===== src/rtl/d_ff_pipe_en_if.sv =====
// Bundles the data/valid/control signals of the d_ff_pipe_en delay line.
// When the STALL_CNT_EN macro is defined, the bundle also carries stall_cnt.
interface d_ff_pipe_en_if #(
    parameter int WIDTH = 8,
    parameter int DEPTH = 4
);
    localparam int OCC_W = $clog2(DEPTH + 1);

    logic             en;
    logic             flush;
    logic [WIDTH-1:0] d;
    logic             d_vld;
    logic [WIDTH-1:0] q;
    logic             q_vld;
    logic [OCC_W-1:0] occ;
`ifdef STALL_CNT_EN
    logic [15:0]      stall_cnt;
`endif

    modport master (
        output en, flush, d, d_vld,
`ifdef STALL_CNT_EN
        input  stall_cnt,
`endif
        input  q, q_vld, occ
    );

    modport slave (
        input  en, flush, d, d_vld,
`ifdef STALL_CNT_EN
        output stall_cnt,
`endif
        output q, q_vld, occ
    );
endinterface


===== src/rtl/d_ff_pipe_en.sv =====
// WIDTH x DEPTH enabled delay line with per-stage valid, synchronous flush and occupancy count.
// Defining STALL_CNT_EN adds a saturating 16-bit count of stalled edges while occupied.
module d_ff_pipe_en #(
    parameter int WIDTH = 8,
    parameter int DEPTH = 4
) (
    input  logic            clk,
    input  logic            rst_n,
    d_ff_pipe_en_if.slave   bus
);
    localparam int OCC_W = $clog2(DEPTH + 1);

    // Flush shares the reset clear path; it only differs in leaving the stall counter alone.
    logic clear;
    assign clear = !rst_n || bus.flush;

    genvar gi;
    generate
        for (gi = 0; gi < DEPTH; gi++) begin : g_stage
            logic [WIDTH-1:0] data_q;
            logic             vld_q;
            logic [WIDTH-1:0] data_in;
            logic             vld_in;

            if (gi == 0) begin : g_head
                assign data_in = bus.d;
                assign vld_in  = bus.d_vld;
            end else begin : g_tail
                assign data_in = g_stage[gi-1].data_q;
                assign vld_in  = g_stage[gi-1].vld_q;
            end

            always_ff @(posedge clk) begin
                if (clear) begin
                    data_q <= '0;
                    vld_q  <= 1'b0;
                end else if (bus.en) begin
                    data_q <= data_in;
                    vld_q  <= vld_in;
                end
            end
        end
    endgenerate

    logic             vld_last;
    logic [OCC_W-1:0] occ_q;
    logic [OCC_W-1:0] occ_d;

    assign vld_last = g_stage[DEPTH-1].vld_q;

    always_comb begin
        occ_d = occ_q;
        if (clear) begin
            occ_d = '0;
        end else if (bus.en) begin
            occ_d = occ_q + OCC_W'(bus.d_vld) - OCC_W'(vld_last);
        end
    end

    always_ff @(posedge clk) begin
        occ_q <= occ_d;
    end

    assign bus.q     = g_stage[DEPTH-1].data_q;
    assign bus.q_vld = vld_last;
    assign bus.occ   = occ_q;

`ifdef STALL_CNT_EN
    logic [15:0] stall_q;
    logic [15:0] stall_d;

    always_comb begin
        stall_d = stall_q;
        if (!rst_n) begin
            stall_d = '0;
        end else if (!bus.flush && !bus.en && (occ_q != '0) && (stall_q != 16'hFFFF)) begin
            stall_d = stall_q + 16'd1;
        end
    end

    always_ff @(posedge clk) begin
        stall_q <= stall_d;
    end

    assign bus.stall_cnt = stall_q;
`endif
endmodule

===== src/flat_wrapper.sv =====
// flat-port wrapper written by rule: the top's interface ports become plain ports
module d_ff_pipe_en_flat 
#(
    parameter int WIDTH = 8,
    parameter int DEPTH = 4
)
  (clk, rst_n, bus_en, bus_flush, bus_d, bus_d_vld, bus_q, bus_q_vld, bus_occ);
  d_ff_pipe_en_if #(.WIDTH(WIDTH), .DEPTH(DEPTH)) bus_i ();
  input  logic clk;
  input  logic rst_n;
  input wire logic [$bits(bus_i.en)-1:0] bus_en;
  input wire logic [$bits(bus_i.flush)-1:0] bus_flush;
  input wire logic [$bits(bus_i.d)-1:0] bus_d;
  input wire logic [$bits(bus_i.d_vld)-1:0] bus_d_vld;
  output wire logic [$bits(bus_i.q)-1:0] bus_q;
  output wire logic [$bits(bus_i.q_vld)-1:0] bus_q_vld;
  output wire logic [$bits(bus_i.occ)-1:0] bus_occ;
  assign bus_i.en = bus_en;
  assign bus_i.flush = bus_flush;
  assign bus_i.d = bus_d;
  assign bus_i.d_vld = bus_d_vld;
  assign bus_q = bus_i.q;
  assign bus_q_vld = bus_i.q_vld;
  assign bus_occ = bus_i.occ;
  d_ff_pipe_en #(.WIDTH(WIDTH), .DEPTH(DEPTH)) u_core (.clk(clk), .rst_n(rst_n), .bus(bus_i));
endmodule

===== config.mk =====
export PLATFORM = sky130hd
export DESIGN_NAME = d_ff_pipe_en_flat
export DESIGN_NICKNAME = d
export VERILOG_FILES = /design/src/rtl/d_ff_pipe_en_if.sv /design/src/rtl/d_ff_pipe_en.sv /design/src/flat_wrapper.sv
export SDC_FILE = /design/constraint.sdc
export NUM_CORES = 1
export LEC_CHECK = 0
export BUFFER_PORTS_ARGS = -buffer_cell sky130_fd_sc_hd__buf_2
export CORE_MARGIN = 1.5
export CORE_UTILIZATION = 58
export DETAILED_ROUTE_END_ITERATION = 16
export PLACE_DENSITY = 0.88
export SLEW_MARGIN = 20
export SYNTH_ARGS = -nofsm -noshare
export SYNTH_HDL_FRONTEND = slang
export SYNTH_SLANG_ARGS = --single-unit

===== constraint.sdc =====
create_clock -name clk -period 4 [get_ports clk]
set_clock_uncertainty 0.2 [all_clocks]
set_input_delay 0.8 -clock clk [delete_from_list [all_inputs] [get_ports clk]]
set_output_delay 0.8 -clock clk [all_outputs]
set_load 0.005 [all_outputs]

Yosys cells after proc, flatten, opt, wreduce, memory -nomap -nowiden
Cells that the tools add are included.
- bits in registers: 39
- latch bits: 0
- bits in writable memories: 0
- memory bits (read-only): 0
- input bits: 13
- output and inout bits: 12
- logic and storage cells: 13
- memories kept: 0
- $add $sub $neg: 2
- multipliers: 0
- divide/modulo/power cells: 0
- order comparisons: 0
- equality and inequality tests: 0
- shift operators: 0
- muxes and demuxes: 0
- bitwise logic cells: 0
- reduce and logical (&&, ||, !) cells: 2
- operators by type and width (kind ; count):
    $add 3x1->3 ; 1
    $sub 3x1->3 ; 1
    $logic_not 1->1 ; 1
    $logic_or 1x1->1 ; 1

Logic depth before layout (Yosys ltp)
Gate-level depths: netlist of run 1.
- depth in word-level cells: 2
- depth in mapped cells: 9
- mapped depth without buffers: 9

Least setup slack after synthesis of run 1
No wires, ideal clock.
- path type: input to register
- start: input bus_d_vld
- end: register u_core.occ_q[2] (netlist: u_core.bus.occ[2])
- setup time: 0.059 ns
- arrival time: 1.811 ns
- setup slack: 1.930 ns
- stages: 6
- cell sequence: ha_1 -> inv_1 -> fa_1 -> xor2_1 -> a211oi_1 -> a31o_1
- word-level cells in the longest chain between the ends: 2
- ends and longest elaborated chain (element ; line ; text):
    start: declaration ; flat_wrapper.sv:14 ; input wire logic [$bits(bus_i.d_vld)-1:0] bus_d_vld;
    $add 3x1->3 ; d_ff_pipe_en.sv:56 ; occ_d = occ_q + OCC_W'(bus.d_vld) - OCC_W'(vld_last);
    $sub 3x1->3 ; d_ff_pipe_en.sv:56 ;
    end signal: assignment ; d_ff_pipe_en.sv:61 ; occ_q <= occ_d;
    end: declaration ; d_ff_pipe_en.sv:46 ; logic [OCC_W-1:0] occ_q;
Every way passes these cells.
A chain may end at the register's enable or synchronous reset.

Final worst setup path of run 1
- start: register u_core.occ_q[0] (netlist: u_core.bus.occ[0])
- end: register u_core.occ_q[2] (netlist: u_core.bus.occ[2])
- word-level cells in the longest chain between the ends: 2
- ends and longest elaborated chain (element ; line):
    $add 3x1->3 ; d_ff_pipe_en.sv:56
    $sub 3x1->3 ; d_ff_pipe_en.sv:56
Every way passes these cells.

==> run metrics, run 1 <==
Fmax=471 MHz; Port Buffers=24; post-placement cell count=181; post-route insts no fill=189; Placement Cell Area=1570 sq um; Min Hold Slack=0.304 ns; drt via density=5.15; Slowest-stage cell, CP=fa_1; clock buffer depth=2; die width=54.5 um; Hold Path Stages=2; type of the worst setup path=flop to flop; hold worst-path end=u_core.g_stage[0].data_q[7]$_SDFFE_PP0P_; Die Y-Extent=54.5 um; Post-Synthesis Cells=136; worst vdd ir=0.302 mV; Final Util=65.4%; All-Layer GR Usage=18.1%; initial antenna violation count=0; Setup-failing EPs final=0; TritonCTS clock tree=built; worst min-delay path class=flop to flop; outcome=complete, no violations; core box area=2500 sq um; vias in the first global route=883; final slew viol count=0; final wirelength=2.24 mm; dpl ws=1.65 ns; pwr dens=403 nW/um^2; Setup TNS=0 ns; CTS buffer count=5; Residual DRC=0; # hold bufs at CTS=0; largest net degree at the start of global routing=42; CTS root buf=clkbuf_4; Detailed Place HPWL=1.54 mm; Die Area=2970 sq um; Worst EP arrival=2.17 ns; crit start category=flop; mapped cell area=1540 sq um; postcts setup bufs=0; CP peak stage delay=0.38 ns; DR WL/cell=11.9 um; CP max FO=3; final worst path period need=2.12 ns; Area Growth Syn to Fin=6.35%; Vias=974; first-pass iteration count of the detailed router=4; R2R cell count=9; final worst slack=1.88 ns; Ports=25; ant diodes=0; distinct cell type count after synthesis=14; max-cap viol count=0; CTS sink count=39; Worst EP required=4.04 ns; r2r setup slk=1.88 ns; critical-path cell list=inv_1 -> ha_1 -> inv_1 -> ha_1 -> inv_1 -> fa_1 -> xor2_1 -> a211oi_1 -> a31o_1; Seq/Total Area, Yosys=50.8%; fin nets=174; period utilisation layout=53.1%; Initial DRC Count=10; Rel. slew slack=28.3%; antenna-violating nets left=0; worst-margin pin slew=1.08 ns; Worst-path clk slew=0.10 ns; GPL Wtd Cong=0.575; Yosys reg bits=39; most frequent cells in the layout=nor2_1, dfxtp_1, mux2i_1; syn_nets=152; reg-to-reg critical path endpoint=u_core.bus.occ[2]$_SDFFE_PP0P_; Avg Synthesized Cell Area=11.3 sq um; RSZ-0062 raised after global routing=no; H-tree depth=2; Final Total Pwr=660 uW; Critical Path Most Common Cell=inv_1; Initial Utilization=61.5%; hold path startpoint=u_core.g_stage[0].data_q[7]$_SDFFE_PP0P_; fraction of layout cells with a size suffix above 1=20.8%; first-pass GRT wire length=3.59 mm; clk_lat worst skew=0.34 ns; Lkg Pwr=0.770 nW; Final Hold Vio Count=0; synthesis warning total=0; PostCTS Resize Cnt=0; global route overflow=0; row cnt=18; Setup crit end kind=flop; reg2reg start=u_core.bus.occ[0]$_SDFFE_PP0P_; fin area=1640 sq um
synthesized netlist by cell type:
cell | count | share of area (%)
dfxtp_1 | 39 | 51
a31o_1 | 1 | 0.57
mux2i_1 | 37 | 24
inv_1 | 4 | 0.98
nand2b_4 | 1 | 0.89
nor2_1 | 39 | 9.5
a211oi_2 | 1 | 0.81
ha_1 | 2 | 1.6
buf_6 | 4 | 2.9
xor2_1 | 1 | 0.57
buf_12 | 4 | 5.2
fa_1 | 1 | 1.3
a211oi_1 | 1 | 0.49
clkbuf_1 | 1 | 0.24
registers in the layout (all words and copies together) (netlist names):
signal	flops
u_core.bus.occ	3
u_core.bus.q	8
u_core.bus.q_vld	1
u_core.g_stage.data_q	24
u_core.g_stage.vld_q	3
power by group:
group          internal [mW]  switching [mW]
clock                  0.103           0.118
combinational         0.0199          0.0229
sequential             0.393         0.00298
total                  0.516           0.144
area by class of cell:
class / count / area, sq um
inverters: 4 / 15.0
repair buffers: 24 / 120
flip-flops and latches: 39 / 781
multi-input cells: 84 / 613
well taps: 30 / 37.5
fillers: 203 / 865
clock buffers: 8 / 68.8
metal layers:
metal	up-vias	GRT usage (%)	share of wire, %
met1	450	18.8	43
met2	22	29.7	49
met3	8	5.74	4.7
met5	-	0	0
met4	0	15.0	3.2
li1	494	-	-
worst max-delay path by stage:
| stage | startpoint | to | slack (ns) | cells past startpoint |
|---|---|---|---|---|
| after floorplan | bus_d_vld | u_core.bus.occ[2]$_SDFFE_PP0P_ | 1.93 | 6 |
| after global placement | bus_en | u_core.bus.occ[2]$_SDFFE_PP0P_ | 1.70 | 3 |
| after detailed placement | bus_en | u_core.bus.q[5]$_SDFFE_PP0P_ | 1.65 | 3 |
| after CTS | u_core.bus.occ[0]$_SDFFE_PP0P_ | u_core.bus.occ[2]$_SDFFE_PP0P_ | 1.88 | 9 |
| after global routing | u_core.bus.occ[0]$_SDFFE_PP0P_ | u_core.bus.occ[2]$_SDFFE_PP0P_ | 1.71 | 9 |
| final | u_core.bus.occ[0]$_SDFFE_PP0P_ | u_core.bus.occ[2]$_SDFFE_PP0P_ | 1.88 | 9 |
kinds of logic (layout without fill, tap and decap cells):
logic type	after synthesis	in the layout	synth area share (%)
AND/OR/NAND/NOR	40	40	10.4
adder cells (fa/ha/maj)	3	3	2.93
buffers and inverters	13	36	9.36
AO/OA/AOI/OAI	3	3	1.87
XOR/XNOR	1	1	0.570
multiplexers	37	37	24.1
flip-flops	39	39	50.8
critical path, delay by kind of cell (launching register included):
family | cells | cell delay (ns)
fa+ha+maj | 3 | 0.79
buf+inv | 3 | 0.16
compound gates | 2 | 0.34
xor+xnor | 1 | 0.18
flops | 1 | 0.36
Note: power is estimated with default switching activity, not from simulation.
==> inputs of run 2 (changes only) <==
--- a/config.mk
+++ b/config.mk
@@ -7,9 +7,9 @@
 export LEC_CHECK = 0
 export BUFFER_PORTS_ARGS = -buffer_cell sky130_fd_sc_hd__buf_2
 export CORE_MARGIN = 1.5
-export CORE_UTILIZATION = 58
+export CORE_UTILIZATION = 54
 export DETAILED_ROUTE_END_ITERATION = 16
-export PLACE_DENSITY = 0.88
+export PLACE_DENSITY = 0.83
 export SLEW_MARGIN = 20
 export SYNTH_ARGS = -nofsm -noshare
 export SYNTH_HDL_FRONTEND = slang
==> constraint.sdc (replaced) <==
create_clock -name clk -period 2 [get_ports clk]
set_clock_uncertainty 0.2 [all_clocks]
set_input_delay 0.4 -clock clk [delete_from_list [all_inputs] [get_ports clk]]
set_output_delay 0.4 -clock clk [all_outputs]
set_load 0.005 [all_outputs]
==> run 2 against run 1 <==
Against the previous run:
- fmax increased by 10%
- sequential power increased by 100%
- wire length increased by 1.0%
- via count decreased by 1.3%
- cell count increased by 1.6%
- critical endpoint unchanged
- largest power group unchanged
==> run metrics, run 2 (synthesis results as in run 1) <==
max-cap viol count=0 (unchanged); post-route insts no fill=192 (+1.6%); RSZ-0062 raised after global routing=no; Final Hold Vio Count=0 (unchanged); worst vdd ir=0.668 mV (+120%); row cnt=19 (+1); crit-path leading delay family=adder cells; reg2reg start=u_core.bus.occ[0]$_SDFFE_PP0P_; Die Y-Extent=56.4 um (+3.4%); multi-input combinational cell area=653 sq um (+6.5%); crit path to=u_core.bus.occ[2]$_SDFFE_PP0P_; worst min-delay path class=input pin to flop; Fmax=520 MHz (+10%); Vias=961 (-1.3%); final slew viol count=0 (unchanged); clock buffer depth=2 (unchanged); Largest Register=u_core.g_stage.data_q; ant diodes=0 (unchanged); outcome=complete, no violations; crit path buf inv count=3 (unchanged); postcts setup bufs=0 (unchanged); flip-flop count of the largest register after layout=24 (unchanged); Area Growth Syn to Fin=12.1%; crit path launch=u_core.bus.occ[0]$_SDFFE_PP0P_; critical-path cell list=inv_2 -> ha_4 -> inv_2 -> ha_4 -> inv_2 -> fa_2 -> xor2_2 -> a211oi_2 -> a31o_1; Final Util=63.1% (-2.3 points); DR WL/cell=11.8 um (-0.55%); fraction of layout cells with a size suffix above 1=28.6% (+7.8 points); crit start category=flop; Worst EP required=2.08 ns (-1.96 ns); largest net degree at the start of global routing=42 (unchanged); global route overflow=0 (unchanged); Setup-failing EPs final=0 (unchanged); CTS root buf=clkbuf_4; CTS buffer count=5 (unchanged); core box area=2730 sq um (+9.4%); CTS sink count=39 (unchanged); type of the worst setup path=flop to flop; fill count=244 (+20%); post-placement cell count=184 (+1.7%); final worst path period need=1.92 ns (-0.201 ns); Lkg Pwr=0.793 nW (+2.9%); GPL Wtd Cong=0.636 (+11%); drt via density=5.01 (-2.9%); die width=56.4 um (+3.4%); Worst EP arrival=2.00 ns (-0.17 ns); Worst-path clk slew=0.11 ns (about the same); Critical Path Most Common Cell=inv_2; Setup crit end kind=flop; period utilisation layout=96.1% (+43 points); worst-margin pin slew=0.419 ns (-0.657 ns); r2r setup slk=0.08 ns (-1.80 ns); reg-to-reg critical path endpoint=u_core.bus.occ[2]$_SDFFE_PP0P_; Register Area=783 sq um (+0.32%); Setup TNS=0 ns (unchanged); Ports=25 (unchanged); pwr dens=824 nW/um^2 (+100%); Die Area=3180 sq um (+7.0%); Rel. slew slack=72.1% (+44 points); CP peak stage delay=0.35 ns (-0.03 ns); Residual DRC=0 (unchanged); All-Layer GR Usage=15.7% (-2.4 points); initial antenna violation count=0 (unchanged); antenna-violating nets left=0 (unchanged); Initial DRC Count=7 (-3); Min Hold Slack=0.0930 ns (-0.211 ns); most frequent cells in the layout=nor2_1, mux2i_1, dfxtp_1; Levels on crit path=9 (unchanged); Detailed Place HPWL=1.51 mm (-2.1%); vias in the first global route=929 (+5.2%); first-pass GRT wire length=3.88 mm (+7.9%); CP max FO=2 (-1); leading cell type in the layout, fill and taps excluded=nor2_1; final wirelength=2.27 mm (+1.0%); Port Buffers=24 (unchanged); fin nets=176 (+1.1%); Initial Utilization=56.2% (-5.3 points); TritonCTS clock tree=built; clk_lat worst skew=0.33 ns (about the same); Slowest-stage cell, CP=dfxtp_2; H-tree depth=2 (unchanged); R2R cell count=9 (unchanged); first-pass iteration count of the detailed router=4 (unchanged)
[run 2: cell types whose count changed in the layout (fill, tap and decap cells not counted), sizes merged]
cell	change
bufinv	+1
clkinv	+1
buf	+2
clkbuf	-2
[run 2: area by class of cell]
class                   count  share of cell area (%)
flip-flops and latches     39                    45.4
clock buffers               6                    2.98
clock inverters             2                    2.03
well taps                  31                    2.25
inverters                   4                   0.871
multi-input cells          84                    37.9
repair buffers             26                    8.56
[run 2: repair_timing]
action,in CTS,in global routing
resized for setup,9,2
hold buffers,0,0
pin swaps,3,2
setup endpoints to repair,1,1
[run 2: tightest hold or removal path, stage by stage]
cell     delay, ns
buf_2         0.07
mux2i_1       0.05
nor2_1        0.07
[run 2: routing by layer]
| layer | track usage, % | wire [um] |
|---|---|---|
| met5 | 0 | 0 |
| met4 | 6.12 | 43 |
| met3 | 6.45 | 86 |
| met2 | 26.9 | 1090 |
| met1 | 17.4 | 1050 |
[run 2: through the flow]
step	setup slack [ns]	power [mW]	area, sq um
after floorplan	0.0215	0.896	1540
after global placement	0.0318	0.895	1600
after detailed placement	-0.0690	0.899	1600
after CTS	0.0143	1.44	1710
after global routing	0.0133	1.49	1720
final	0.0782	1.42	1720
[run 2: worst min path at each step]
stage	start	to	slack [ns]	cells after the start
global route	bus_d[2]	u_core.g_stage[0].data_q[2]$_SDFFE_PP0P_	0.08	3
global placement	u_core.bus.q[1]$_SDFFE_PP0P_	u_core.bus.q[1]$_SDFFE_PP0P_	0.27	2
finish	bus_d[3]	u_core.g_stage[0].data_q[3]$_SDFFE_PP0P_	0.09	3
floorplan	u_core.g_stage[0].data_q[0]$_SDFFE_PP0P_	u_core.g_stage[0].data_q[0]$_SDFFE_PP0P_	0.26	2
detailed placement	u_core.bus.q[1]$_SDFFE_PP0P_	u_core.bus.q[1]$_SDFFE_PP0P_	0.28	2
CTS	bus_d[5]	u_core.g_stage[0].data_q[5]$_SDFFE_PP0P_	0.09	3
[run 2: power breakdown]
part           switching (mW)  leakage [nW]  internal (mW)
sequential            0.00595         0.316          0.786
combinational          0.0491         0.428         0.0444
clock                   0.240        0.0482          0.295
total                   0.295         0.793           1.13
